===== config.mk =====
export PLATFORM = sky130hd
export DESIGN_NAME = cajero_pago
export DESIGN_NICKNAME = d
export VERILOG_FILES = /design/src/rtl/cafe_pkg.sv /design/src/rtl/dispensador_cambio.sv /design/src/rtl/cajero_pago.sv
export SDC_FILE = /design/constraint.sdc
export NUM_CORES = 1
export LEC_CHECK = 0
export ABC_AREA = 1
export BUFFER_PORTS_ARGS = -buffer_cell sky130_fd_sc_hd__buf_2
export CORE_MARGIN = 1.5
export CORE_UTILIZATION = 50
export DETAILED_ROUTE_END_ITERATION = 8
export PLACE_DENSITY_LB_ADDON = 0.05
export SLEW_MARGIN = 20
export SYNTH_ARGS = -nofsm -noshare
export SYNTH_HDL_FRONTEND = slang
export SYNTH_SLANG_ARGS = --single-unit

===== constraint.sdc =====
create_clock -name clock -period 4.65 [get_ports clock]
set_clock_uncertainty 0.1 [all_clocks]
set_input_delay 0.6975 -clock clock [delete_from_list [all_inputs] [get_ports clock]]
set_output_delay 0.6975 -clock clock [all_outputs]
set_load 0.01 [all_outputs]

===== src/rtl/cafe_pkg.sv =====
`default_nettype none
// ============================================================================
// Module   : cafe_pkg
// Purpose  : Shared definitions for the coffee-machine payment front-end:
//            coin codes, coin value table, FSM state encoding and the
//            default money-register width.
// Ports    : none (package)
// Revision : 1.0 - initial release
// ============================================================================
package cafe_pkg;

  localparam int W_DINERO_DEF = 16;

  // Coin codes as seen on moneda_cod / cambio_cod
  localparam logic [1:0] COD_25  = 2'b00;
  localparam logic [1:0] COD_50  = 2'b01;
  localparam logic [1:0] COD_100 = 2'b10;
  localparam logic [1:0] COD_500 = 2'b11;

  localparam int VALOR_25  = 25;
  localparam int VALOR_50  = 50;
  localparam int VALOR_100 = 100;
  localparam int VALOR_500 = 500;

  typedef enum logic [1:0] {
    S_IDLE        = 2'd0,
    S_COBRANDO    = 2'd1,
    S_PAGADO      = 2'd2,
    S_DEVOLVIENDO = 2'd3
  } estado_t;

  // Coin value table indexed by coin code
  function automatic int unsigned valor_moneda(input logic [1:0] cod);
    int unsigned v;
    case (cod)
      COD_25:  v = VALOR_25;
      COD_50:  v = VALOR_50;
      COD_100: v = VALOR_100;
      default: v = VALOR_500;
    endcase
    return v;
  endfunction

endpackage
`default_nettype wire


===== src/rtl/dispensador_cambio.sv =====
`default_nettype none
// ============================================================================
// Module   : dispensador_cambio
// Purpose  : Combinational greedy change selector. Picks the largest coin
//            not exceeding the amount still owed (500 > 100 > 50 > 25).
// Ports    : i_restante  in  W_DINERO  amount still to be returned
//            o_cod       out 2         code of the selected coin
//            o_valor     out W_DINERO  value of the selected coin (0 if none)
//            o_valido    out 1         a coin can be returned (i_restante>=25)
// Revision : 1.0 - initial release
// ============================================================================
module dispensador_cambio
  import cafe_pkg::*;
#(
  parameter int W_DINERO = W_DINERO_DEF
) (
  input  logic [W_DINERO-1:0] i_restante,
  output logic [1:0]          o_cod,
  output logic [W_DINERO-1:0] o_valor,
  output logic                o_valido
);

  always_comb begin
    o_cod    = COD_25;
    o_valor  = '0;
    o_valido = 1'b1;
    if (i_restante >= W_DINERO'(VALOR_500)) begin
      o_cod   = COD_500;
      o_valor = W_DINERO'(VALOR_500);
    end else if (i_restante >= W_DINERO'(VALOR_100)) begin
      o_cod   = COD_100;
      o_valor = W_DINERO'(VALOR_100);
    end else if (i_restante >= W_DINERO'(VALOR_50)) begin
      o_cod   = COD_50;
      o_valor = W_DINERO'(VALOR_50);
    end else if (i_restante >= W_DINERO'(VALOR_25)) begin
      o_cod   = COD_25;
      o_valor = W_DINERO'(VALOR_25);
    end else begin
      o_valido = 1'b0;
    end
  end

endmodule
`default_nettype wire


===== src/rtl/cajero_pago.sv =====
`default_nettype none
// ============================================================================
// Module   : cajero_pago
// Purpose  : Payment front-end. Latches the order price, accumulates coins,
//            pulses PAGO_RECIBIDO when paid and returns change (or the full
//            credit on cancel/timeout) one coin per cycle, greedy order.
// Ports    : clock, reset (async, active-high)
//            inicio_pedido / precio_real   order start and its price
//            moneda_in / moneda_cod        coin insertion
//            cancelar                      user abort
//            PAGO_RECIBIDO                 paid pulse
//            credito                       current credit
//            cambio_moneda / cambio_cod    returned coin pulse and code
//            moneda_rechazada              coin refused pulse
//            error_timeout                 refund-by-timeout pulse
//            ocupado                       not IDLE
// Revision : 1.0 - initial release
// ============================================================================
module cajero_pago
  import cafe_pkg::*;
#(
  parameter int W_DINERO       = W_DINERO_DEF,
  parameter int TIMEOUT_CICLOS = 1024
) (
  input  logic                clock,
  input  logic                reset,
  input  logic                inicio_pedido,
  input  logic [W_DINERO-1:0] precio_real,
  input  logic                moneda_in,
  input  logic [1:0]          moneda_cod,
  input  logic                cancelar,
  output logic                PAGO_RECIBIDO,
  output logic [W_DINERO-1:0] credito,
  output logic                cambio_moneda,
  output logic [1:0]          cambio_cod,
  output logic                moneda_rechazada,
  output logic                error_timeout,
  output logic                ocupado
);

  localparam int TIMER_W = (TIMEOUT_CICLOS > 1) ? $clog2(TIMEOUT_CICLOS) : 1;
  localparam logic [TIMER_W-1:0] TIMER_FIN = TIMER_W'(TIMEOUT_CICLOS - 1);
  localparam logic [W_DINERO:0]  CREDITO_MAX = {1'b0, {W_DINERO{1'b1}}};

  estado_t               estado_q, estado_d;
  logic [W_DINERO-1:0]   precio_q, precio_d;
  logic [W_DINERO-1:0]   credito_q, credito_d;
  logic [W_DINERO-1:0]   restante_q, restante_d;
  logic [TIMER_W-1:0]    timer_q, timer_d;
  logic                  pago_q, pago_d;
  logic                  cambio_q, cambio_d;
  logic [1:0]            cod_q, cod_d;
  logic                  rechazada_q, rechazada_d;
  logic                  timeout_q, timeout_d;
  logic                  ocupado_q, ocupado_d;

  logic [W_DINERO:0]     w_suma;
  logic [W_DINERO-1:0]   w_credito_sumado;
  logic [W_DINERO-1:0]   w_fuente;
  logic [1:0]            w_cod;
  logic [W_DINERO-1:0]   w_valor;
  logic                  w_valido;
  logic                  w_emitir;

  // Saturating credit update for the coin offered this cycle
  assign w_suma = {1'b0, credito_q} + (W_DINERO + 1)'(valor_moneda(moneda_cod));
  assign w_credito_sumado = (w_suma > CREDITO_MAX) ? '1 : w_suma[W_DINERO-1:0];

  // Amount fed to the change selector: the change owed when leaving PAGADO,
  // the whole credit when refunding from COBRANDO, otherwise what is left.
  always_comb begin
    case (estado_q)
      S_PAGADO:   w_fuente = credito_q - precio_q;
      S_COBRANDO: w_fuente = credito_q;
      default:    w_fuente = restante_q;
    endcase
  end

  dispensador_cambio #(
    .W_DINERO (W_DINERO)
  ) u_dispensador (
    .i_restante (w_fuente),
    .o_cod      (w_cod),
    .o_valor    (w_valor),
    .o_valido   (w_valido)
  );

  always_comb begin
    estado_d    = estado_q;
    precio_d    = precio_q;
    credito_d   = credito_q;
    restante_d  = restante_q;
    timer_d     = timer_q;
    cambio_d    = 1'b0;
    cod_d       = COD_25;
    rechazada_d = 1'b0;
    timeout_d   = 1'b0;
    w_emitir    = 1'b0;

    case (estado_q)
      S_IDLE: begin
        rechazada_d = moneda_in;
        if (inicio_pedido) begin
          precio_d   = precio_real;
          credito_d  = '0;
          restante_d = '0;
          timer_d    = '0;
          estado_d   = (precio_real == '0) ? S_PAGADO : S_COBRANDO;
        end
      end
      S_COBRANDO: begin
        // Priority: cancel, then coin, then timeout
        if (cancelar) begin
          rechazada_d = moneda_in;
          w_emitir    = 1'b1;
        end else if (moneda_in) begin
          credito_d = w_credito_sumado;
          timer_d   = '0;
          if (w_credito_sumado >= precio_q) estado_d = S_PAGADO;
        end else if (timer_q == TIMER_FIN) begin
          timeout_d = 1'b1;
          w_emitir  = 1'b1;
        end else begin
          timer_d = timer_q + TIMER_W'(1);
        end
      end
      S_PAGADO: begin
        rechazada_d = moneda_in;
        w_emitir    = 1'b1;
      end
      default: begin
        rechazada_d = moneda_in;
        w_emitir    = 1'b1;
      end
    endcase

    // Change/refund step shared by PAGADO, DEVOLVIENDO and cancel/timeout.
    // The first coin is issued on entry to DEVOLVIENDO so that change starts
    // the cycle after PAGO_RECIBIDO. A residue below the smallest coin only
    // gets a DEVOLVIENDO cycle when entered that way; it is then forfeited.
    if (w_emitir) begin
      if (w_valido) begin
        estado_d   = S_DEVOLVIENDO;
        cambio_d   = 1'b1;
        cod_d      = w_cod;
        restante_d = w_fuente - w_valor;
        credito_d  = w_fuente - w_valor;
      end else if ((w_fuente != '0) && (estado_q != S_DEVOLVIENDO)) begin
        estado_d   = S_DEVOLVIENDO;
        restante_d = w_fuente;
        credito_d  = w_fuente;
      end else begin
        estado_d   = S_IDLE;
        restante_d = '0;
        credito_d  = '0;
      end
    end

    pago_d    = (estado_d == S_PAGADO);
    ocupado_d = (estado_d != S_IDLE);
  end

  always_ff @(posedge clock or posedge reset) begin
    if (reset) begin
      estado_q    <= S_IDLE;
      precio_q    <= '0;
      credito_q   <= '0;
      restante_q  <= '0;
      timer_q     <= '0;
      pago_q      <= 1'b0;
      cambio_q    <= 1'b0;
      cod_q       <= COD_25;
      rechazada_q <= 1'b0;
      timeout_q   <= 1'b0;
      ocupado_q   <= 1'b0;
    end else begin
      estado_q    <= estado_d;
      precio_q    <= precio_d;
      credito_q   <= credito_d;
      restante_q  <= restante_d;
      timer_q     <= timer_d;
      pago_q      <= pago_d;
      cambio_q    <= cambio_d;
      cod_q       <= cod_d;
      rechazada_q <= rechazada_d;
      timeout_q   <= timeout_d;
      ocupado_q   <= ocupado_d;
    end
  end

  assign PAGO_RECIBIDO    = pago_q;
  assign credito          = credito_q;
  assign cambio_moneda    = cambio_q;
  assign cambio_cod       = cod_q;
  assign moneda_rechazada = rechazada_q;
  assign error_timeout    = timeout_q;
  assign ocupado          = ocupado_q;

endmodule
`default_nettype wire


==> metrics.txt, run 1 <==
Initial Util 0.508; Top FF cell, synth dfrtp_1; die area 12800 um^2; CTS clk-pin slew, worst paths 60 ps; CTS tree built; Async SR Flop Fraction 1.00; Synth top area share 0.276; Final GP Congestion 1.01; design area 7340 um^2; CP max-delay cell dfrtp_1; mux contribution to synthesized area 0; Root Buffer clkbuf_16; First DRT Iteration DRCs 472; WS Path Type reg2reg; largest family of logic cells by synthesized area simple AND/OR/NAND/NOR gates; DR vias 6189; CTS Sinks 67; Slew headroom 0.459; H-Tree Depth 3; final slew viol count 0; Yosys cell types 51; Max Fanout on Critical Path 5; fin cells 1152; #FFs+latches synth 67; Vias/cell 5.37; CP required 4810 ps; GRT Resource Usage Total 0.298; post-route ant nets 0; CP arrival 4580 ps; number of synthesized flops with an enable pin 0; GRT Max-Usage Layer met2; Final Worst Setup Slack 232 ps; grt met3 use 0.0509; synth warn 0; Worst Max-Slew Pin Slew 811 ps; DRT Wirelength 18.6 mm; largest net degree at the start of global routing 38; Final period util 0.950; largest cells by area after synthesis dfrtp_1, nand2_1, ha_1; initial antenna violation count 0; FMAX 0.226 GHz; Inst Count DP 1125; I/O Buffers 45; core area 12000 um^2; crit path launch type flop; Syn Nets 992; area delta synth->final 20.6%; top cells by count, synth nand2_1, inv_1, a21oi_1; status finished clean; GRT overflow 0; Static Leakage 3.88 nW; ant diodes 0; Setup violations, final 0; Final Util 0.613; most frequent cell after synthesis nand2_1; wire per inst 16.2 um; power per cell area 605 nW/um^2; clock latency on the worst-skew pair 340 ps; placed instance area 6690 um^2; Hold Fails Final Rpt 0; DR pass1 iterations 5; average size of a mapped cell 6.67 um^2; # IOs 46; first-pass GRT wire length 29.8 mm; overall power 4.44 mW; post-route minimum period 4420 ps; Syn Std Cell Area 6080 um^2; DIE HEIGHT 113 um; Hold Crit Class reg2reg; CTS max path bufs 2; HPWL after DPL 14.7 mm; Post-Synth Adder-Cell Area 0.121; nets 1081; num rows 40; maximum VDD drop 0.000274 V; CTS Buf Count 9; Synth Area in Simple Gates 0.317; Post-Place Worst Slack -75.3 ps; Seq/Total Area, Yosys 0.276; Synth Area in Compound Gates 0.147; top cell type by total area after synthesis dfrtp_1; CP max stage delay 380 ps; most used cell, CP nand2_1; cells after synthesis 912; met2 Resource Use GR 0.480; DRC violations left 0; die width 113 um; vias in the first global route 5974; Synth Area in XOR/XNOR 0.0259; layout cells sized above 1 0.205; crit end category flop; Max Cap Viol 0; met1 Track Usage GR 0.402
==> registers in the layout (all words and copies together), names as in the netlist, 2 cells and up <==
signal      count
estado_q        2
cambio_cod      2
restante_q     16
precio_q       16
timer_q        10
credito        16
==> stage by stage <==
step | setup TNS, ps | hold slack, ps
after floorplan | 0 | 352
after global placement | -33.2 | 366
after detailed placement | -206 | 371
after CTS | 0 | 386
after global routing | -85.7 | 428
final | 0 | 387
==> power by group <==
part	switching, mW	total [mW]	internal (mW)	leakage (nW)
Clock	0.276	0.705	0.429	0.141
Sequential	0.146	0.908	0.762	0.779
Combinational	1.71	2.83	1.11	2.96
Total	2.14	4.44	2.30	3.88
==> cells by family (layout without fill, tap and decap cells) <==
| logic type | after synthesis | count (layout) |
|---|---|---|
| simple gates | 429 | 429 |
| buf+inv | 178 | 271 |
| compound gates | 163 | 163 |
| flops | 67 | 67 |
| fa+ha+maj | 57 | 57 |
| xor+xnor | 18 | 18 |
==> cell type report <==
| class | count | area [um^2] |
|---|---|---|
| clock inverters | 5 | 62.6 |
| fillers | 1106 | 4630 |
| repair buffers | 94 | 593 |
| inverters | 162 | 609 |
| multi-input cells | 667 | 3970 |
| flip-flops and latches | 67 | 1680 |
| well taps | 147 | 184 |
| clock buffers | 10 | 239 |
==> worst max-delay path: cells and delay by family, from the launching register on <==
family	cells	cell delay, ps
AND/OR/NAND/NOR	19	1700
AO/OA/AOI/OAI	4	700
adder cells (fa/ha/maj)	4	1010
XOR/XNOR	1	160
buffers and inverters	4	270
flip-flops	1	380
==> cell usage in the layout (no fill, tap or decap), types with 10 or more instances in the layout <==
cell type / count
ha_1: 41
buf_4: 49
o21ai_1: 14
nand2_2: 23
a21oi_1: 76
dfrtp_1: 67
nor3_1: 10
o21ai_0: 41
nand4_1: 14
nor2_1: 63
inv_1: 145
inv_2: 16
nand2_1: 221
nand3_1: 58
buf_2: 45
xor2_1: 11
ha_4: 11
==> routing by layer <==
| metal | vias up | wire [um] |
|---|---|---|
| li1 | 3110 | - |
| met1 | 2874 | 8690 |
| met2 | 172 | 8430 |
| met3 | 33 | 913 |
| met4 | 0 | 577 |
| met5 | - | 0 |
==> worst paths after layout <==
check / startpoint / end / slack [ps] / depth (start not counted)
setup / recovery: credito[0] / credito[14] / 230 / 32
hold / removal: precio_q[14] / precio_q[14] / 390 / 2
setup reg to reg: credito[0] / credito[14] / 230 / 32
hold reg to reg: precio_q[14] / precio_q[14] / 390 / 2
max in group asynchronous: reset / credito[14] / 3060 / 3
min in group asynchronous: reset / precio_q[4] / 410 / 2
==> what timing repair did <==
action | CTS | global route
pin swaps | 2 | 16
endpoints found under the setup margin | 4 | 18
hold buffers | 0 | 0
resized for setup | 3 | 55
buffers inserted | 4 | 8
Power figures use the tool's default switching activity.
==> inputs of run 2 (changes only) <==
--- a/config.mk
+++ b/config.mk
@@ -5,9 +5,8 @@
 export SDC_FILE = /design/constraint.sdc
 export NUM_CORES = 1
 export LEC_CHECK = 0
-export ABC_AREA = 1
+export ABC_AREA = 0
 export BUFFER_PORTS_ARGS = -buffer_cell sky130_fd_sc_hd__buf_2
-export CORE_MARGIN = 1.5
 export CORE_UTILIZATION = 50
 export DETAILED_ROUTE_END_ITERATION = 8
 export PLACE_DENSITY_LB_ADDON = 0.05
==> constraint.sdc (replaced) <==
create_clock -name clock -period 3.8 [get_ports clock]
set_clock_uncertainty 0.1 [all_clocks]
set_input_delay 0.57 -clock clock [delete_from_list [all_inputs] [get_ports clock]]
set_output_delay 0.57 -clock clock [all_outputs]
set_load 0.01 [all_outputs]
==> run 2 against run 1 <==
The run now ends with setup timing left. Maximum frequency down 14%. Via count is 3.7% higher. Cell count decreased by 3.4%. Clock power increased by 34%. Global-route usage up 5.9 points. Non-clock buffer count rose by 186. Worst hold slack got worse by 22 ps. Setup slack got worse by 1600 ps. Area after synthesis is 4.4% lower. Register-to-register slack worse by 1600 ps. Count of clock-buffer cells in the layout down 1. Critical path type unchanged. Largest cell class unchanged.
==> metrics.txt, run 2 <==
core area 11400 um^2 (-4.9%); largest cells by area after synthesis dfrtp_1, ha_1, nand2_1; Root Buffer clkbuf_16; Final Worst Setup Slack -1330 ps (-1570 ps); Syn Nets 775 (-22%); Setup violations, final 35 (+35); failing checks setup timing; ant diodes 0 (unchanged); power per cell area 857 nW/um^2 (+42%); H-Tree Depth 3 (unchanged); CTS tree built; crit path launch type flop; area delta synth->final 52.5%; top cells by count, synth nand2_1, dfrtp_1, nor2_1; Yosys cell types 72 (+41%); clock latency on the worst-skew pair 350 ps (about the same); Final period util 1.35 (+0.401); layout cells sized above 1 0.437 (+0.232); average size of a mapped cell 8.36 um^2 (+25%); CTS Buf Count 9 (unchanged); Hold Fails Final Rpt 0 (unchanged); #FFs+latches synth 67 (unchanged); Slew headroom 0.367 (-0.0915); met2 Resource Use GR 0.615 (+0.134); Initial Util 0.511 (+0.00269); most frequent cell after synthesis nand2_1; Top FF cell, synth dfrtp_1; Async SR Flop Fraction 1.00 (unchanged); crit end category flop; DIE HEIGHT 110 um (-3.1%); CP required 3910 ps (-900 ps); top cell type by total area after synthesis dfrtp_1; cells after synthesis 695 (-24%); final slew viol count 0 (unchanged); Clk pwr share 0.125 (-0.034); FMAX 0.195 GHz (-14%); Final GP Congestion 0.931 (-7.8%); Setup TNS -27960 ps (-27960 ps); GRT Max-Usage Layer met2; met1 Track Usage GR 0.416 (+0.0143); Hold Crit Class in2reg; HPWL after DPL 15.2 mm (+3.2%); WS Path Type reg2reg; largest net degree at the start of global routing 68 (+79%); Seq/Total Area, Yosys 0.289 (+0.0128); First DRT Iteration DRCs 410 (-13%); commonest non-fill, non-tap cell in the layout buf_4; unrepaired setup endpoints after global routing yes; I/O Buffers 45 (unchanged); maximum VDD drop 0.000457 V (+67%); Static Leakage 4.25 nW (+9.4%); first-pass GRT wire length 31.9 mm (+7.0%); # IOs 46 (unchanged); Synth top area share 0.289 (+0.0128); initial antenna violation count 0 (unchanged); P_sw 3.23 mW (+51%); Max Fanout on Critical Path 5 (unchanged); nets 1045 (-3.3%); DRT Wirelength 21.2 mm (+14%); hold slack 364 ps (-22.5 ps); post-route minimum period 5130 ps (+716 ps); Max Cap Viol 0 (unchanged); CP arrival 5250 ps (+670 ps); Syn Std Cell Area 5810 um^2 (-4.4%); Worst Max-Slew Pin Slew 949 ps (+138 ps); share of power burned in registers 0.141 (-0.064); DRC violations left 0 (unchanged); CTS max path bufs 2 (unchanged); CTS Sinks 67 (unchanged); grt met3 use 0.0682 (+0.0173); most frequent cells in the layout buf_4, nand2_1, dfrtp_1; wire per inst 19.0 um (+18%); DR pass1 iterations 5 (unchanged); GRT Resource Usage Total 0.357 (+0.0588); DR vias 6415 (+3.7%); Hold Buf Count CTS 0 (unchanged); num rows 39 (-2.5%); Vias/cell 5.76 (+7.3%); die width 110 um (-3.1%); GRT overflow 0 (unchanged); die area 12100 um^2 (-6.1%); CTS clk-pin slew, worst paths 60 ps (about the same); vias in the first global route 6440 (+7.8%); number of synthesized flops with an enable pin 0 (unchanged); status complete, but fails checks; switching share of total power 0.425 (-0.0562); synth warn 0 (unchanged); Gate power share 0.735 (+0.098); internal power 4.37 mW (+90%); post-route ant nets 0 (unchanged)
==> run 2: cell count changes in the layout (fill, tap and decap cells not counted), sizes merged, moves of 18 or more <==
cell / change
buf: +186
nand2: -169
inv: -121
nand3: -55
a21oi: -28
a21o: +22
mux2: +18
==> run 2: worst paths after layout <==
kind / cells after the start / slack [ps] / startpoint / end
min in group asynchronous: 3 / 400 / reset / precio_q[12]
max in group asynchronous: 3 / 2610 / reset / precio_q[1]
hold reg to reg: 1 / 380 / restante_q[4] / restante_q[4]
setup / recovery: 26 / -1330 / credito[0] / credito[14]
setup reg to reg: 26 / -1330 / credito[0] / credito[14]
hold / removal: 2 / 360 / precio_real[8] / precio_q[8]
==> run 2: area by class of cell <==
| cell class | instances | area [um^2] |
|---|---|---|
| Clock inverter | 7 | 101 |
| Timing Repair Buffer | 280 | 2040 |
| Inverter | 40 | 153 |
| Sequential cell | 67 | 1680 |
| Fill cell | 786 | 2510 |
| Multi-Input combinational cell | 567 | 4490 |
| Clock buffer | 9 | 225 |
| Tap cell | 143 | 179 |
==> run 2: layer usage <==
metal  part of all wire  vias up
met2               0.50      204
met3              0.048       72
li1                   -     3036
met5                  0        -
met4              0.043        0
met1               0.41     3103
==> run 2: worst max-delay path, cell delays in order, from the launching register on <==
cell,delay [ps]
dfrtp_1,370
inv_2,70
ha_4,160
fa_2,330
nand2b_4,170
a211oi_4,370
o21ba_4,180
o21a_1,160
o31ai_4,80
a2111oi_4,420
nand3_4,150
nor3_4,210
nand2_4,70
inv_2,70
ha_4,120
inv_2,40
fa_2,330
a21o_1,170
a21oi_2,140
o21bai_1,90
a21oi_2,150
o21bai_1,110
a21oi_2,170
o21ai_2,100
nor4b_2,310
xnor2_1,220
o221ai_1,150
==> run 2: kinds of logic after synthesis <==
family,Yosys count,share of synthesized area
compound gates,198,0.231
fa+ha+maj,57,0.127
mux,23,0.0435
simple gates,258,0.224
flops,67,0.289
xor+xnor,31,0.0467
buf+inv,61,0.0403
==> run 2: power groups by stage <==
stage | Combinational (mW) | Clock, mW | Sequential [mW]
2_1_floorplan | 2.37 | 0 | 1.14
3_3_place_gp | 4.38 | 0 | 1.07
3_5_place_dp | 4.49 | 0 | 1.08
4_1_cts | 5.19 | 0.957 | 1.06
5_1_grt | 6.00 | 0.982 | 1.09
6_report | 5.58 | 0.946 | 1.07
==> run 2: repair_timing <==
action                     4_1_cts  5_1_grt
setup endpoints to repair       35       35
setup buffers                   38       11
pin swaps                       53       54
gates resized for setup         68       48
gates cloned                     0        0
hold endpoints to repair         0        0
==> run 2: metrics by stage <==
stage	util	instance area (um^2)	setup WS (ps)	instances	total power, mW
final	0.779	8860	-1330	1113	7.60
after global routing	0.779	8860	-1550	1113	8.07
after CTS	0.760	8640	-1240	1111	7.21
after detailed placement	0.678	7710	-1400	1058	5.57
after global placement	0.678	7710	-1210	1058	5.45
after floorplan	-	5920	-1240	695	3.51
